$ cat config.mk
export PLATFORM = sky130hd
export DESIGN_NAME = comb_sweep_ctrl
export DESIGN_NICKNAME = d
export VERILOG_FILES = /design/src/rtl/comb_sweep_ctrl.sv
export SDC_FILE = /design/constraint.sdc
export NUM_CORES = 1
export LEC_CHECK = 0
export ABC_AREA = 1
export BUFFER_PORTS_ARGS = -buffer_cell sky130_fd_sc_hd__clkbuf_2
export CAP_MARGIN = 10
export CELL_PAD_IN_SITES_DETAIL_PLACEMENT = 1
export CELL_PAD_IN_SITES_GLOBAL_PLACEMENT = 1
export CORE_MARGIN = 2
export CORE_UTILIZATION = 39
export DETAILED_ROUTE_END_ITERATION = 8
export MAX_ROUTING_LAYER = met4
export PLACE_DENSITY_LB_ADDON = 0.1
export SLEW_MARGIN = 25
export SYNTH_ARGS = -nofsm -noshare
export SYNTH_HDL_FRONTEND = slang
export SYNTH_SLANG_ARGS = --single-unit
$ cat constraint.sdc
create_clock -name clk -period 1.7 [get_ports clk]
set_input_delay 0.34 -clock clk [delete_from_list [all_inputs] [get_ports clk]]
set_output_delay 0.34 -clock clk [all_outputs]
set_load 0.01 [all_outputs]
$ cat src/rtl/comb_sweep_ctrl.sv
// Exhaustive sweep of {D,C,B,A} across four models of one 4-input function; logs truth table and mismatches.
// Build option: COMB_SWEEP_STOP_ON_ERR_EN ends the sweep at the first mismatch.
module comb_sweep_ctrl #(
    parameter int unsigned LOOP   = 15,
    parameter int unsigned SETTLE = 1
) (
    input  logic        clk,
    input  logic        rst,
    input  logic        start,
    input  logic        abort,
    input  logic        res_str,
    input  logic        res_dataflow,
    input  logic        res_behavior,
    input  logic        res_prim,
    output logic [3:0]  dcba,
    output logic        busy,
    output logic        done,
    output logic        pass,
    output logic [4:0]  err_cnt,
    output logic        first_err_vld,
    output logic [3:0]  first_err_vec,
    output logic [15:0] truth
);

    typedef enum logic [1:0] {
        S_IDLE   = 2'd0,
        S_SETTLE = 2'd1,
        S_SAMPLE = 2'd2,
        S_DONE   = 2'd3
    } state_t;

    localparam logic [3:0] LAST_VEC    = 4'(LOOP);
    localparam logic [2:0] SETTLE_LAST = 3'(SETTLE - 1);
    localparam logic [4:0] ERR_MAX     = 5'd16;

    state_t      r_state;
    state_t      w_state_nxt;
    logic [2:0]  r_settle_cnt;
    logic [3:0]  r_dcba;
    logic        r_pass;
    logic [4:0]  r_err_cnt;
    logic        r_first_err_vld;
    logic [3:0]  r_first_err_vec;
    logic [15:0] r_truth;

    logic        w_mismatch;
    logic        w_last;
    logic [4:0]  w_err_cnt_nxt;
    logic        w_init;
    logic        w_settle_inc;
    logic        w_sample;
    logic        w_advance;
    logic        w_abort;

    always_ff @(posedge clk) begin
        if (rst) begin
            r_state <= S_IDLE;
        end else begin
            r_state <= w_state_nxt;
        end
    end

    always_comb begin
        w_state_nxt   = r_state;
        w_init        = 1'b0;
        w_settle_inc  = 1'b0;
        w_sample      = 1'b0;
        w_advance     = 1'b0;
        w_abort       = 1'b0;
        w_mismatch    = (res_dataflow != res_str) | (res_behavior != res_str) | (res_prim != res_str);
        w_last        = (r_dcba == LAST_VEC);
        w_err_cnt_nxt = r_err_cnt;
        if (w_mismatch && (r_err_cnt != ERR_MAX)) begin
            w_err_cnt_nxt = r_err_cnt + 5'd1;
        end

        case (r_state)
            S_IDLE: begin
                if (start) begin
                    w_state_nxt = S_SETTLE;
                    w_init      = 1'b1;
                end
            end
            S_SETTLE: begin
                if (abort) begin
                    w_state_nxt = S_IDLE;
                    w_abort     = 1'b1;
                end else begin
                    w_settle_inc = 1'b1;
                    if (r_settle_cnt == SETTLE_LAST) begin
                        w_state_nxt = S_SAMPLE;
                    end
                end
            end
            S_SAMPLE: begin
                // An abort here wins over the sample: the current vector is not logged.
                if (abort) begin
                    w_state_nxt = S_IDLE;
                    w_abort     = 1'b1;
                end else begin
                    w_sample = 1'b1;
                    if (w_last) begin
                        w_state_nxt = S_DONE;
                    end
`ifdef COMB_SWEEP_STOP_ON_ERR_EN
                    else if (w_mismatch) begin
                        w_state_nxt = S_DONE;
                    end
`endif
                    else begin
                        w_state_nxt = S_SETTLE;
                        w_advance   = 1'b1;
                    end
                end
            end
            S_DONE: begin
                w_state_nxt = S_IDLE;
            end
            default: begin
                w_state_nxt = S_IDLE;
            end
        endcase
    end

    always_ff @(posedge clk) begin
        if (rst) begin
            r_settle_cnt    <= 3'd0;
            r_dcba          <= 4'd0;
            r_pass          <= 1'b0;
            r_err_cnt       <= 5'd0;
            r_first_err_vld <= 1'b0;
            r_first_err_vec <= 4'd0;
            r_truth         <= 16'd0;
        end else begin
            if (w_init) begin
                r_settle_cnt    <= 3'd0;
                r_dcba          <= 4'd0;
                r_pass          <= 1'b0;
                r_err_cnt       <= 5'd0;
                r_first_err_vld <= 1'b0;
                r_first_err_vec <= 4'd0;
                r_truth         <= 16'd0;
            end
            if (w_abort) begin
                r_dcba <= 4'd0;
            end
            if (w_settle_inc) begin
                r_settle_cnt <= r_settle_cnt + 3'd1;
            end
            if (w_sample) begin
                r_truth[r_dcba] <= res_str;
                r_err_cnt       <= w_err_cnt_nxt;
                if (w_mismatch && !r_first_err_vld) begin
                    r_first_err_vld <= 1'b1;
                    r_first_err_vec <= r_dcba;
                end
                // Pass is resolved on entry to DONE so it is valid alongside the done pulse.
                if (w_state_nxt == S_DONE) begin
                    r_pass <= (w_err_cnt_nxt == 5'd0);
                end
            end
            if (w_advance) begin
                r_dcba       <= r_dcba + 4'd1;
                r_settle_cnt <= 3'd0;
            end
        end
    end

    assign dcba          = r_dcba;
    assign busy          = (r_state == S_SETTLE) || (r_state == S_SAMPLE);
    assign done          = (r_state == S_DONE);
    assign pass          = r_pass;
    assign err_cnt       = r_err_cnt;
    assign first_err_vld = r_first_err_vld;
    assign first_err_vec = r_first_err_vec;
    assign truth         = r_truth;

endmodule

==> out/metrics.csv <==
metric,value,unit
Max Freq,0.6418,GHz
Core ar.,0.005042,sq mm
Post-CTS Setup Bufs,0,
Num CTS Buffers,5,
# hold bufs at CTS,0,
total track usage,0.2046,
row count,26,
yosys warns,0,
Power Dens Cells,741.2,mW/mm^2
"Clk Latency, worst-skew pair",0.29,ns
DRT antenna net count,0,
vias,1990,
worst path required time,1.36,ns
Post-Route WL,5.445,mm
crit start category,register,
Synth Area per Inst,7.293,sq um
Port Buffers,40,
met2 wire length,2.574,mm
xor-xnor portion of the synthesized cell area,0.004367,
fin util,0.4859,
largest net degree at the start of global routing,22,
Crit. End Element,output port,
setup ws final,0.1418,ns
data arrival time of the worst path,1.22,ns
"critical path, cell by cell",inv_1 -> ha_1 -> clkbuf_2,
met3 routed WL,185,microns
detailed placement HPWL,4.083,mm
Yosys reg bits,36,
Crit Path Category,reg -> out,
Final Hold Viols,0,
Crit Path Max Fanout,4,
unrepaired setup endpoints after global routing,no,
Die Area,0.005732,sq mm
Final setup viols,0,
Die H,75.71,microns
routed len/inst,13.72,microns
Slew HR,0.7580,
top post-synthesis cells by area,"dfxtp_1 36%, nand2_1 9.7%, ha_1 8.1%, nor3_1 7.7%, inv_1 6.9%",
# Max-Cap Violations,0,
mux contribution to synthesized area,0,
smallest hold slack,0.3904,ns
Synth area leader,dfxtp_1,
Slowest Stage Delay on Critical Path,0.38,ns
Max clock buf depth,2,
P&R area growth vs syn,22.15,%
total power,0.001816,W
fin crit period,1.558,ns
"share of synthesized cell area in and, or, nand and nor gates",0.2969,
syn_nets,296,
H-tree Lvls,2,
initial drt markers,69,
# resized after CTS,0,
Synth top cells by count,"52 x nand2_1, 37 x inv_1, 36 x dfxtp_1",
synth unique cells,27,
Critical R2R Launch,r_state[0],
Final nets,347,
worst-case clock skew,0.005973,ns
GP Congestion,0.7588,
status,completed,
ys flop type,dfxtp_1,
Layout fillers,691,
Ports,41,
Multi-input gate area,0.001086,sq mm
maximum resistive drop on vdd,0.0005581,V
clock sink total,36,
Worst Hold Launch,rst,
number of synthesized flops with an enable pin,0,
cell count after synthesis,275,
Leakage,1.097,nW
global-route wire length before repair,8.680,mm
Worst Hold Class,in -> reg,
Worst Max-Slew Pin Slew,0.3626,ns
Via density,5.013,
Synth top area share,0.3593,
final cycle utilization of the critical path,0.9166,
GRT overflow,0,
most common cell in the netlist,nand2_1,
Root Buffer,clkbuf_8,
number of remaining DRC errors,0,
adder-cell share of the synthesized area,0.08110,
slowest CP cell,dfxtp_1,
vias in the first global route,1829,
met1 WL,2.637,mm
"Seq/Total Area, Yosys",0.3593,
die width,75.71,microns
max-slew violation count,0,
clock slew at reported path FFs,0.08,ns
share of cells above drive strength 1,0.2538,
critical path launch point,r_state[1],
n_diodes,0,
netlist area before placement,0.002006,sq mm
complex-gate fraction of the synthesized area,0.1535,
Seq. cell area,720.7,sq um
Final TNS setup,0,ns
drt pass-1 iters,4,
Initial Utilization,0.3978,
pre-CTS setup slack,0.08638,ns
CTS tree,yes,
largest family of logic cells by synthesized area,simple AND/OR/NAND/NOR gates,
initial antenna violation count,0,
asr flop ratio synth,0,
top layer in use,met4,
==> cell type report <==
type,count,area share
sequential,36,0.2942
multi-input combinational,190,0.4433
clock inverter,3,0.01736
tap,70,0.03575
timing repair buffer,52,0.1185
clock buffer,5,0.02809
inverter,41,0.06282
==> report_power, final <==
group,leakage (nW),internal [W],switching [W]
Sequential,0.290,0.000851,0.00000563
Combinational,0.753,0.0000591,0.000132
Clock,0.0541,0.000434,0.000335
==> metrics by stage <==
stage,cell area (sq um),instances
2_1_floorplan,2006,275
3_3_place_gp,2327,388
3_5_place_dp,2327,388
4_1_cts,2439,396
5_1_grt,2450,397
6_report,2450,397
==> path summary, 6_finish.rpt <==
kind	endpoint	slack (ns)	cells past startpoint
max reg2reg	truth[10]	0.18	8
min	first_err_vld	0.39	2
min reg2reg	r_settle_cnt[0]	0.49	2
max	busy	0.14	3
==> registers in the layout, summed over array words and instances, names as in the netlist <==
register	flops
truth	16
err_cnt	5
dcba	4
first_err_vec	4
r_settle_cnt	3
r_state	2
first_err_vld	1
pass	1
==> layer usage <==
| layer | track usage | up-vias |
|---|---|---|
| met4 | 0.04678 | 0 |
| met1 | 0.2810 | 944 |
| met3 | 0.03439 | 5 |
| met2 | 0.3159 | 29 |
| li1 | - | 1012 |
| met5 | - | - |
==> cells by family (layout without fill, tap and decap cells) <==
family	count (synthesis)	after routing
AOI/OAI and AO/OA	51	51
xor gates and xnor gates	1	1
adders and majority gates	13	13
buffers and inverters	50	101
DFF	36	36
and+or+nand+nor	124	125
==> worst max-delay path, delay by kind of cell, from the launching register on <==
| family | cells | cell delay [ns] |
|---|---|---|
| DFF | 1 | 0.38 |
| adders and majority gates | 1 | 0.30 |
| buffers and inverters | 2 | 0.24 |
==> cell usage in the layout, fill, tap and decap left out, types with 2 or more instances in the layout <==
| cell type | instances |
|---|---|
| buf_4 | 12 |
| a211oi_1 | 4 |
| clkbuf_2 | 40 |
| ha_1 | 13 |
| clkbuf_8 | 5 |
| inv_2 | 4 |
| nor3_1 | 31 |
| dfxtp_1 | 36 |
| a22oi_1 | 15 |
| nor2_4 | 3 |
| nand2_2 | 5 |
| nand2_1 | 52 |
| o21ai_1 | 3 |
| nand3_1 | 14 |
| nand4_1 | 2 |
| inv_1 | 36 |
| nor2_2 | 7 |
| o21ai_0 | 5 |
| nor2_1 | 8 |
| a21oi_1 | 22 |
Power figures use the tool's default switching activity.
